--- src/rtl/proc_pkg.sv ---
// Shared definitions for the 9-bit processor and its program feeder:
// word width, opcode constants and feeder state encoding.
package proc_pkg;
  localparam int WORD_W = 9;

  localparam logic [2:0] MV  = 3'b000;
  localparam logic [2:0] MVI = 3'b001;
  localparam logic [2:0] ADD = 3'b010;
  localparam logic [2:0] SUB = 3'b011;

  typedef logic [WORD_W-1:0] word_t;

  typedef enum logic [1:0] {
    IDLE  = 2'd0,
    ISSUE = 2'd1,
    DATA  = 2'd2,
    WAIT  = 2'd3
  } feed_state_e;

  function automatic logic [2:0] opcode_of(input word_t w);
    return w[WORD_W-1:WORD_W-3];
  endfunction
endpackage

--- src/rtl/prog_mem.sv ---
// DEPTH x 9 program store: synchronous write, asynchronous read.
// Not reset, so a loaded program survives a processor reset.
module prog_mem
  import proc_pkg::*;
#(
  parameter int DEPTH = 32,
  parameter int AW    = 5
) (
  input  logic          clk_i,
  input  logic          we_i,
  input  logic [AW-1:0] waddr_i,
  input  word_t         wdata_i,
  input  logic [AW-1:0] raddr_i,
  output word_t         rdata_o
);
  word_t mem_q [DEPTH];

  always_ff @(posedge clk_i) begin
    if (we_i) mem_q[waddr_i] <= wdata_i;
  end

  assign rdata_o = mem_q[raddr_i];
endmodule

--- src/rtl/prog_feeder.sv ---
// Replays a stored program into the processor's DIN/Run/Done handshake.
// Optional PROG_FEEDER_WATCHDOG_EN aborts a WAIT with Err after 7 cycles without Done.
module prog_feeder
  import proc_pkg::*;
#(
  parameter int DEPTH = 32,
  parameter int AW    = 5
) (
  input  logic              Clock,
  input  logic              Resetn,
  input  logic              WrEn,
  input  logic [AW-1:0]     WrAddr,
  input  logic [WORD_W-1:0] WrData,
  input  logic              Start,
  input  logic [AW:0]       Count,
  input  logic              Done,
  output logic [WORD_W-1:0] DIN,
  output logic              Run,
  output logic [AW-1:0]     PC,
  output logic              Busy,
  output logic              Err
);
  localparam logic [AW:0] PC_ONE = {{AW{1'b0}}, 1'b1};

  feed_state_e state_q, state_d;
  logic [AW:0] pc_q, pc_d;
  logic [AW:0] end_q, end_d;
  logic        err_q, err_d;
  word_t       rd_word;
  logic        idle;
  logic        wd_expired;

  assign idle = (state_q == IDLE);

  prog_mem #(.DEPTH(DEPTH), .AW(AW)) u_mem (
    .clk_i   (Clock),
    .we_i    (WrEn && idle),
    .waddr_i (WrAddr),
    .wdata_i (WrData),
    .raddr_i (pc_q[AW-1:0]),
    .rdata_o (rd_word)
  );

`ifdef PROG_FEEDER_WATCHDOG_EN
  logic [2:0] wd_q, wd_d;

  assign wd_d       = (state_q == WAIT) ? wd_q + 3'd1 : 3'd0;
  assign wd_expired = (state_q == WAIT) && !Done && (wd_q == 3'd6);

  always_ff @(posedge Clock or negedge Resetn) begin
    if (!Resetn) wd_q <= 3'd0;
    else         wd_q <= wd_d;
  end
`else
  assign wd_expired = 1'b0;
`endif

  always_ff @(posedge Clock or negedge Resetn) begin
    if (!Resetn) begin
      state_q <= IDLE;
      pc_q    <= '0;
      end_q   <= '0;
      err_q   <= 1'b0;
    end else begin
      state_q <= state_d;
      pc_q    <= pc_d;
      end_q   <= end_d;
      err_q   <= err_d;
    end
  end

  always_comb begin
    state_d = state_q;
    pc_d    = pc_q;
    end_d   = end_q;
    err_d   = err_q;
    case (state_q)
      IDLE: begin
        if (Start) begin
          end_d   = Count;
          pc_d    = '0;
          err_d   = 1'b0;
          state_d = (Count == '0) ? IDLE : ISSUE;
        end
      end
      ISSUE: begin
        pc_d    = pc_q + PC_ONE;
        state_d = (opcode_of(rd_word) == MVI) ? DATA : WAIT;
      end
      DATA: begin
        pc_d = pc_q + PC_ONE;
        // A data word at or past End, or a missing Done, aborts the program.
        if (!Done || pc_q >= end_q) begin
          err_d   = 1'b1;
          state_d = IDLE;
        end else begin
          state_d = (pc_d >= end_q) ? IDLE : ISSUE;
        end
      end
      WAIT: begin
        if (Done) begin
          state_d = (pc_q >= end_q) ? IDLE : ISSUE;
        end else if (wd_expired) begin
          err_d   = 1'b1;
          state_d = IDLE;
        end
      end
      default: state_d = IDLE;
    endcase
  end

  always_comb begin
    DIN = '0;
    Run = 1'b0;
    case (state_q)
      ISSUE: begin
        DIN = rd_word;
        Run = 1'b1;
      end
      DATA:    DIN = rd_word;
      default: ;
    endcase
  end

  assign PC   = pc_q[AW-1:0];
  assign Busy = !idle;
  assign Err  = err_q;
endmodule

--- config.mk ---
export PLATFORM = sky130hd
export DESIGN_NAME = prog_feeder
export DESIGN_NICKNAME = d
export VERILOG_FILES = /design/src/rtl/proc_pkg.sv /design/src/rtl/prog_mem.sv /design/src/rtl/prog_feeder.sv
export SDC_FILE = /design/constraint.sdc
export NUM_CORES = 1
export LEC_CHECK = 0
export BUFFER_PORTS_ARGS = -buffer_cell sky130_fd_sc_hd__buf_2
export CAP_MARGIN = 20
export CORE_ASPECT_RATIO = 0.75
export CORE_MARGIN = 4
export CORE_UTILIZATION = 60
export CTS_CLUSTER_DIAMETER = 30
export DETAILED_ROUTE_END_ITERATION = 10
export PLACE_DENSITY = 0.76
export SETUP_SLACK_MARGIN = 0.15
export SLEW_MARGIN = 20
export SYNTH_ARGS = -nofsm -noshare
export SYNTH_HDL_FRONTEND = slang
export SYNTH_SLANG_ARGS = --single-unit
--- constraint.sdc ---
create_clock -name Clock -period 3.2 [get_ports Clock]
set_input_delay 0.16 -clock Clock [delete_from_list [all_inputs] [get_ports Clock]]
set_output_delay 0.16 -clock Clock [all_outputs]
set_load 0.005 [all_outputs]
After elaboration in Yosys (flattened, before gate mapping)
Memory sizes are Yosys's and may differ from the RTL's.
Index checks and enable logic that the tools add are counted.
- bits in registers: 15
- bits in writable memories: 288
- input port bits: 25
- output and inout bits: 17
- memories kept: 1
- add/sub/neg operators: 1
- $lt $le $gt $ge: 2
- equality and inequality tests: 7
- muxes and demuxes: 17
- reductions and logical operators: 13
- memory list (memory ; depth ; width ; rd ports ; clocked after Yosys merged registers in ; write ports ; RTL line ; RTL):
    u_mem.mem_q ; 32 ; 9 ; 1 ; 0 ; 1 ; prog_mem.sv:16 ; word_t mem_q [DEPTH];
- operators by type and width (operator ; number):
    $ge 6x6->1 ; 2
    $pmux 6 s2 ; 1
    $mux 1 ; 10
    $mux 9 ; 1
    $pmux 2 s4 ; 1
    $add 6x1->6 const B ; 1
    $logic_not 6->1 ; 1
    $mux 6 ; 1
    $ne 2x2->1 const B ; 3
    $reduce_and 2->1 ; 3
    $eq 2x2->1 const B ; 2
    $mux 2 ; 2
    $reduce_bool 2->1 ; 2
    $eq 3x1->1 const B ; 1
    $reduce_and 3->1 ; 1
    $eq 2x1->1 const B ; 1
    $logic_not 1->1 ; 2
    $logic_not 2->1 ; 1
    $pmux 1 s2 ; 1
    $reduce_or 2->1 ; 1
    $logic_and 1x1->1 ; 1
    $logic_or 1x1->1 ; 1

Logic depth before layout (Yosys ltp)
Gate-level depths: netlist of run 1.
- depth in word-level cells: 5
- gate-level depth with buffers: 15

Modules after synthesis
Synthesis of run 1 repeated with hierarchy kept, for this count alone.
- cells, all modules: 576
- area, all modules: 12274.3 um2
- modules (own cells, without submodules) (module ; times used ; cells an instance ; area each (um2) ; sequential area each (um2)):
    prog_mem ; 1 ; 454 ; 11101.9 ; 8648.3
    prog_feeder ; 1 ; 122 ; 1172.4 ; 375.4

Least setup slack after synthesis of run 1
OpenSTA, ideal clock, no wires.
- kind: reg2reg
- start point: register pc_q[0]
- end point: register state_q[0]
- data arrival time: 2.710 ns
- required time: 3.123 ns
- slack: 0.413 ns
- stages on the path, launching flop included: 15
- buffers on the path: 5
- clock period less this slack: 2.787 ns
- cell sequence: dfrtp_1 buf_4 buf_6 buf_4 buf_4 buf_2 nand3_1 nor3_1 nand2b_1 ha_1 a211oi_1 o21ai_0 a21oi_1 nor3_1 a21oi_1
- longest elaborated chain between the ends: 5
- elaborated cells between the ends (all ways): 12
- classes of those cells: 1 x add/sub; 2 x order compare; 1 x eq/ne; 6 x mux; 1 x reduce/logical; 1 x memory
- RTL lines (element ; RTL line ; RTL):
    start, declared ; prog_feeder.sv:26 ; logic [AW:0] pc_q, pc_d;
    start signal, assigned ; prog_feeder.sv:66 ; pc_q <= pc_d;
    $add 6x1->6 ; prog_feeder.sv:91 ; pc_d = pc_q + PC_ONE;
    $ge 6x6->1 ; prog_feeder.sv:97 ; state_d = (pc_d >= end_q) ? IDLE : ISSUE;
    $mux 1 ; prog_feeder.sv:97 ;
    $mux 1 ; prog_feeder.sv:93 ; if (!Done || pc_q >= end_q) begin
    $pmux 2 s4 * ; prog_feeder.sv:77 ; case (state_q)
    end signal, assigned ; prog_feeder.sv:65 ; state_q <= state_d;
    end, declared ; prog_feeder.sv:25 ; feed_state_e state_q, state_d;
Every way passes the cells marked *; elsewhere a longest branch is shown, timed or not. The select of a mux whose other input is x is not followed.
A chain may end at the register's enable or synchronous reset.

Worst setup path in the final report of run 1
- start point: register pc_q[0]
- end point: output port DIN[7]
- longest elaborated chain between the ends: 2
- RTL lines (element ; RTL line ; RTL):
    $mem_v2 32x9 ; - ;
    $mux 9 ; prog_feeder.sv:115 ; case (state_q)
    end, declared ; prog_feeder.sv:17 ; output logic [WORD_W-1:0] DIN,
Every way passes these cells.

==> results.toml, run 1 <==
[die]
die_x_microns = 175
fp.coreArea_sq_um = 20300
start_util_pct = 61.4
io_pins = 42
row_count = 45
dieArea_sq_um = 23200
die_y_microns = 133

[routing]
ant_nets = 0
drt_pass1_iterations = 5
drt_wl_total_mm = 29.0
drt_iter0_drc = 849
wl_per_cell_microns = 25.9
num_vias = 7059
drc = 0
via_per_inst = 6.30

[placement]
dp_hpwl_mm = 18.0
io_buffers = 41
gp_congestion = 0.865

[worst_setup_path]
worstSetupPathType = "flop to output port"
startpoint_type = "flop"
required_ns = 3.04
end_kind = "output port"
crit_path_max_fanout = 6
arrival_ns = 2.82

[synth]
synthesis.nets = 743
yosysTopAreaCellShare_pct = 69.3
synth_area_sq_um = 12500
synth_ff_type = "edfxtp_1"
syn_inst = 700
async_flop_share_pct = 4.95
synth_enable_flop_cells = 288
avgSynthCellArea_sq_um = 17.8
synth.distinct_cells = 42
seq_area_frac_synth_pct = 72.3
synth.area.top_cells = "edfxtp_1 (69%), mux4_2 (8.3%), mux2i_1 (5.3%)"
ys_warn_count = 0
yosysTopAreaCell = "edfxtp_1"
synth-seq-cells = 303

[timing]
fmax_mhz = 336
setup_tns_ns = 0
whs_ns = 0.0825
relSlewSlack_pct = 43.0
fin_worst_skew_ns = 0.0151
setup_viol = 0
final_max_slew_viol_count = 0
hold_viol = 0
rsz0062_at_grt = "true"
period_needed_ns = 2.98
tightestPinTransition_ns = 0.855
fin_crit_sh_pct = 93.1

[global_route]
grt_start_max_net_pins = 48
antenna_found_initial = 0
grt_pass1_wl_mm = 44.3
grt_overflow = 0
grt_pass1_vias = 7184
track_usage_pct = 25.5

[job]
drv_cap = 0

[cts]
cts_tree = "yes"
insertion_delay_ns = 0.52
clock_path_buffers = 3
numClockSinks = 303
htreeDepth = 2
path_clk_slew_ns = 0.06
cts-root-buf = "clkbuf_16"
cts_buffers = 43

[layout]
drive_gt1_share_pct = 27.1
layout_commonest_cell = "edfxtp_1"
areaGrowthSynthToFinish_pct = 18.9
final_cell_mix = "edfxtp_1 (288), mux2i_1 (66), buf_4 (48)"
num_antenna_cells = 0
nets = 849
fill_cells = 1185

[hold_path]
hold_path.class = "primary input to flop"

[pwr]
peakVddDrop_mv = 0.601
power_density_nw_per_um2 = 893
p_leak_uw = 0.00525

[run_status]
status = "complete, no violations"
-- worst paths after layout --
kind	start	end	slack, ns	depth (start not counted)
min in group asynchronous	Resetn	pc_q[2]	0.10	2
max in group asynchronous	Resetn	pc_q[0]	2.78	2
min reg2reg	end_q[2]	end_q[2]	0.50	1
min	Start	pc_q[1]	0.08	3
max	pc_q[0]	DIN[7]	0.22	6
max reg2reg	pc_q[0]	state_q[0]	0.55	11
-- routing by layer --
layer,global-route usage (%),part of all wire (%)
met5,0,0
met2,39.4,47
met3,6.66,10
met4,5.49,1.8
met1,37.6,41
-- area by class of cell --
class | count | area, sq um | area share (%)
repair buffers | 101 | 716 | 4.82
flip-flops and latches | 303 | 9030 | 60.8
inverters | 14 | 52.6 | 0.354
multi-input cells | 343 | 3210 | 21.6
clock buffers | 48 | 1140 | 7.67
well taps | 282 | 353 | 2.38
clock inverters | 29 | 340 | 2.29
-- synth_stat cells (14+ instances only) --
cell type  instances
o221ai_1          24
mux2i_1           66
edfxtp_1         288
clkbuf_1          19
ha_1              18
nor3_1            15
inv_1             14
dfrtp_1           15
nor2_1            40
a21oi_1           21
mux4_2            46
nand2_1           21
-- worst max-delay path, stage by stage, from the launching register on --
cell	delay [ns]
dfrtp_4	0.53
buf_12	0.15
mux4_2	0.53
mux4_2	0.53
mux2_2	0.30
and2_1	0.16
buf_2	0.12
-- power by group --
group / switching (uW) / internal [uW] / leakage [uW]
clock network: 1810 / 2950 / 0.000720
logic: 2160 / 1730 / 0.00176
registers: 127 / 4470 / 0.00277
-- cells by family (layout without fill, tap and decap cells) --
logic type / count (synthesis) / after routing / synth area share, %
AND/OR/NAND/NOR: 110 / 110 / 4.17
adder cells (fa/ha/maj): 18 / 18 / 1.81
multiplexers: 121 / 121 / 14.4
AO/OA/AOI/OAI: 92 / 92 / 5.06
flip-flops: 303 / 303 / 72.3
buffers and inverters: 54 / 192 / 2.08
XOR/XNOR: 2 / 2 / 0.140
-- flip-flops by register name, indices dropped and copies added (netlist names) --
signal / count
u_mem.mem_q: 288
end_q: 6
pc_q: 6
state_q: 2
Err: 1
-- stage by stage --
step / std cells / instance area (sq um) / utilization, % / worst slack, ns / total power [uW]
2_1_floorplan: 700 / 12500 / - / 0.413 / 7260
3_3_place_gp: 1028 / 13200 / 65.0 / 0.518 / 8260
3_5_place_dp: 1028 / 13200 / 65.0 / 0.488 / 8360
4_1_cts: 1119 / 14800 / 72.8 / 0.140 / 13200
5_1_grt: 1120 / 14800 / 73.0 / 0.141 / 13800
6_report: 1120 / 14800 / 73.0 / 0.221 / 13300
-- timing repair --
item | 4_1_cts | 5_1_grt
endpoints found under the setup margin | 2 | 4
buffers inserted | 7 | 1
hold buffers | 7 | 0
endpoints found under the hold margin | 21 | 0
gates resized for setup | 0 | 5
Power figures use the tool's default switching activity.
==> inputs of run 2 (changes only) <==
==> constraint.sdc (replaced) <==
create_clock -name Clock -period 3.18 [get_ports Clock]
set_input_delay 0.159 -clock Clock [delete_from_list [all_inputs] [get_ports Clock]]
set_output_delay 0.159 -clock Clock [all_outputs]
set_load 0.005 [all_outputs]
==> run 2 against run 1 <==
Net effect:
- clock power rose by 2%
- via count grew 2.0%
- critical path depth stayed put
- combinational power rose by 1%
- count of clock-buffer cells in the layout down 1
- sequential cell count did not move
- critical path type unchanged
- largest cell class unchanged
- highest routed layer unchanged
==> results.toml, run 2 (synthesis results as in run 1) <==
[placement]
io_buffers = 41
gp_congestion = 0.873
dp_hpwl_mm = 18.0
placedCellCount = 1030

[routing]
ant_nets = 0
drc = 0
via_per_inst = 6.43
drt_wl_total_mm = 29.3
num_vias = 7200
wl_per_cell_microns = 26.2
drt_iter0_drc = 1296
drt_pass1_iterations = 6

[timing]
fin_worst_skew_ns = 0.0127
rsz0062_at_grt = "true"
fmax_mhz = 336
setup_viol = 0
tightestPinTransition_ns = 0.856
hold_viol = 0
final_max_slew_viol_count = 0
fin_crit_sh_pct = 93.7
setup_tns_ns = 0
relSlewSlack_pct = 42.9
period_needed_ns = 2.98

[cts]
cts_tree = "yes"
insertion_delay_ns = 0.53
htreeDepth = 2
numClockSinks = 303
clock_path_buffers = 3
path_clk_slew_ns = 0.06
cts-root-buf = "clkbuf_16"
cts_buffers = 43

[pwr]
p_sw_share_pct = 30.9
p_leak_uw = 0.00524
internal-power_uw = 9270
p_switching_uw = 4160
power_frac_clock_pct = 36.3
combPwrFrac_pct = 29.3
peakVddDrop_mv = 0.634
power_density_nw_per_um2 = 904
power_frac_seq_pct = 34.4

[layout]
regMostFlops = "u_mem.mem_q"
drive_gt1_share_pct = 27.6
reg_top3 = "u_mem.mem_q (288), end_q (6), pc_q (6)"
nets = 846
areaGrowthSynthToFinish_pct = 19.1
fill_cells = 1163
largest_register_ff_count = 288
num_antenna_cells = 0
layout_commonest_cell = "edfxtp_1"
final_cell_mix = "edfxtp_1 (288), mux2i_1 (66), mux4_2 (46), buf_4 (46), clkbuf_16 (45)"
finalNonFillerCells = 1119

[global_route]
grt_pass1_vias = 7297
grt_overflow = 0
track_usage_pct = 25.7
grt_pass1_wl_mm = 44.7
grt_start_max_net_pins = 33
antenna_found_initial = 0

[die]
start_util_pct = 61.4
row_count = 45
die_y_microns = 133
fp.coreArea_sq_um = 20300
dieArea_sq_um = 23200
die_x_microns = 175
io_pins = 42

[worst_setup_path]
arrival_ns = 2.82
rrSetupSlack_ns = 0.49
crit_path_max_fanout = 9
required_ns = 3.02
startpoint_type = "flop"
end_kind = "output port"
worstSetupPathType = "flop to output port"

[job]
drv_cap = 0

[hold_path]
hold_path.class = "primary input to flop"

[run_status]
status = "complete, no violations"
==> run 2: critical path, cell delays in order (launching register included) <==
cell     delay (ns)
dfrtp_4        0.47
buf_12         0.15
mux4_2         0.53
mux4_2         0.55
mux2_2         0.30
and2_1         0.15
buf_2          0.12
==> run 2: power by group through the flow <==
stage                     combinational (uW)  sequential [uW]  clock, uW
after floorplan                         2670             4640          0
after global placement                  3520             4760          0
after detailed placement                3620             4770          0
after CTS                               3880             4610       4920
after global routing                    4200             4630       5120
final                                   3940             4620       4870
==> run 2: path summary, 6_finish.rpt <==
path                       depth (start not counted)          to  startpoint
min in group asynchronous                          2     pc_q[0]      Resetn
max reg2reg                                       12  state_q[0]     pc_q[0]
max                                                6      DIN[6]     pc_q[0]
min reg2reg                                        1    end_q[5]    end_q[5]
max in group asynchronous                          2     pc_q[1]      Resetn
min                                                3     pc_q[0]       Start
==> run 2: what timing repair did <==
item,CTS,global route
hold buffers,7,0
resized for setup,3,5
pin swaps,0,0
setup buffers,3,0
endpoints found under the hold margin,21,0
endpoints found under the setup margin,9,8
==> run 2: final cells by class <==
type | instances | area, sq um | area share, %
inverter | 14 | 52.6 | 0.354
tap | 282 | 353 | 2.37
multi-input combinational | 343 | 3230 | 21.7
clock inverter | 32 | 373 | 2.51
sequential | 303 | 9030 | 60.8
timing repair buffer | 98 | 687 | 4.62
clock buffer | 47 | 1130 | 7.63
==> run 2: metrics by stage <==
stage	hold slack (ns)	total power [uW]	instance area (sq um)	util, %	setup WS, ns
4_1_cts	0.0325	13400	14800	73.0	0.120
6_report	0.0431	13400	14900	73.1	0.202
2_1_floorplan	-0.137	7310	12500	-	0.393
5_1_grt	0.0565	14000	14900	73.1	0.122
3_5_place_dp	0.0904	8390	13200	64.9	0.486
3_3_place_gp	0.0877	8280	13200	64.9	0.509
==> run 2: per-layer routing <==
layer	wire length (microns)	part of all wire [%]	global-route usage (%)	vias to the layer above
met5	0	0	0	-
met4	763	2.6	7.76	0
met3	3120	11	6.71	72
met2	13500	46	38.6	435
met1	11900	41	37.8	3651
li1	-	-	-	3042
==> inputs of run 3 (changes only) <==
--- a/config.mk
+++ b/config.mk
@@ -7,7 +7,6 @@
 export LEC_CHECK = 0
 export BUFFER_PORTS_ARGS = -buffer_cell sky130_fd_sc_hd__buf_2
 export CAP_MARGIN = 20
-export CORE_ASPECT_RATIO = 0.75
 export CORE_MARGIN = 4
 export CORE_UTILIZATION = 60
 export CTS_CLUSTER_DIAMETER = 30
==> run 3 against run 2 <==
Net effect:
- register-to-register slack improved by 0.10 ns
- sequential power grew 2%
- sequential share of layout area grew 0.13 points
- global-route usage is 1.3 points lower
- clock power is 3% lower
- sequential cell count unchanged
- non-clock buffer count is 3 higher
==> results.toml, run 3 (synthesis results as in run 1) <==
[global_route]
grt_overflow = 0
antenna_found_initial = 0
track_usage_pct = 24.4
grt_start_max_net_pins = 33
grt_pass1_wl_mm = 43.1
grt_pass1_vias = 7196

[routing]
num_vias = 7013
wl_per_cell_microns = 25.1
drt_pass1_iterations = 6
drc = 0
ant_nets = 0
drt_iter0_drc = 756
via_per_inst = 6.30
drt_wl_total_mm = 27.9

[worst_setup_path]
reg2reg_depth = 7
arrival_ns = 2.86
end_kind = "output port"
critPathBufInv = 2
startpoint_type = "flop"
reg2reg_to = "state_q[0]"
r2r-start = "pc_q[0]"
crit_path_max_fanout = 8
worstSetupPathType = "flop to output port"
crit_chain = "buf_12 > mux4_2 > mux4_2 > mux2_4 > and2_4 > buf_6"
cpLargestDelayFamily = "multiplexers"
required_ns = 3.02
slowest_delay_ns = 0.55
critPathSlowestCell = "mux4_2"
cp_common_cell = "mux4_2"
rrSetupSlack_ns = 0.59

[die]
die_y_microns = 152
die_x_microns = 152
start_util_pct = 61.3
row_count = 52
io_pins = 42
dieArea_sq_um = 23200
fp.coreArea_sq_um = 20400

[cts]
cts_buffers = 47
cts-root-buf = "clkbuf_16"
path_clk_slew_ns = 0.05
numClockSinks = 303
clock_path_buffers = 3
insertion_delay_ns = 0.52
cts_tree = "yes"
htreeDepth = 2

[pwr]
peakVddDrop_mv = 0.607
power_density_nw_per_um2 = 895
p_leak_uw = 0.00525

[hold_path]
hold_path.class = "primary input to flop"
whs_path_depth = 3
min_to = "pc_q[0]"
hold_start = "Start"

[timing]
setup_tns_ns = 0
setup_viol = 0
relSlewSlack_pct = 37.8
fin_worst_skew_ns = 0.0242
fin_crit_sh_pct = 95.1
period_needed_ns = 3.02
final_max_slew_viol_count = 0
rsz0062_at_grt = "true"
hold_viol = 0
fmax_mhz = 331
finalWorstSetupSlack_ns = 0.156
tightestPinTransition_ns = 0.930

[layout]
drive_gt1_share_pct = 27.5
regMostFlops = "u_mem.mem_q"
reg_top3 = "u_mem.mem_q (288), end_q (6), pc_q (6)"
layout_commonest_cell = "edfxtp_1"
final_cell_mix = "edfxtp_1 (288), mux2i_1 (66), buf_4 (48)"
areaGrowthSynthToFinish_pct = 18.9
nets = 853
largest_register_ff_count = 288
num_antenna_cells = 0

[placement]
dpl_worst_slack_ns = 0.527
gp_congestion = 0.888
dp_hpwl_mm = 17.2
io_buffers = 41

[job]
drv_cap = 0

[run_status]
status = "complete, no violations"
[run 3: changes by cell type in the layout (fill, tap and decap cells not counted), moves of 4 or more]
cell / previous run / this run
clkinv_2: 2 / 8
inv_6: 7 / 3
o221ai_1: 18 / 24
buf_6: 1 / 5
clkbuf_1: 2 / 7
o221ai_2: 6 / 0
[run 3: layout make-up]
type                    instances  area, sq um
clock buffers                  54         1200
clock inverters                28          263
fillers                      1177         5540
inverters                      14         52.6
multi-input cells             343         3220
flip-flops and latches        303         9030
well taps                     270          338
repair buffers                101          722
[run 3: power breakdown]
part | switching, uW | internal [uW]
logic | 2080 | 1800
registers | 179 | 4510
clock network | 1730 | 2970
total | 3990 | 9270
[run 3: metal layers]
layer / part of all wire (%) / vias up / GRT usage, %
li1: - / 3053 / -
met1: 39 / 3525 / 33.4
met2: 48 / 367 / 38.0
met3: 9.5 / 68 / 6.48
met4: 3.5 / 0 / 9.63
met5: 0 / - / 0
[run 3: through the flow]
step	area (sq um)	hold WS (ns)	total power, uW	cells	utilization, %
2_1_floorplan	12500	-0.137	7310	700	-
3_3_place_gp	13200	0.0824	8270	1019	64.8
3_5_place_dp	13200	0.0862	8360	1019	64.8
4_1_cts	14800	0.0512	13200	1113	72.6
5_1_grt	14800	0.0723	13800	1113	72.8
6_report	14800	0.0745	13300	1113	72.8
[run 3: worst register-to-register path, stage by stage (launching register included)]
cell and delay, ns:
dfrtp_4 0.53, buf_12 0.17, mux4_2 0.51, mux4_2 0.56, mux2_4 0.30, nand2b_1 0.18, o21ai_1 0.14, a21oi_1 0.09
[run 3: repair_timing]
| item | 4_1_cts | 5_1_grt |
|---|---|---|
| gates resized for setup | 6 | 9 |
| endpoints found under the hold margin | 21 | 0 |
| buffers inserted | 5 | 0 |
| setup endpoints to repair | 9 | 9 |
| hold buffers | 7 | 0 |
[run 3: how the worst max path moves through the flow]
stage / start / endpoint / slack, ns / cells after the start
floorplan: pc_q[0] / state_q[0] / 0.39 / 14
global placement: pc_q[0] / state_q[0] / 0.55 / 7
detailed placement: pc_q[0] / state_q[0] / 0.53 / 7
CTS: pc_q[0] / DIN[7] / 0.15 / 6
global route: pc_q[0] / DIN[7] / 0.1 / 6
finish: pc_q[0] / DIN[6] / 0.16 / 6
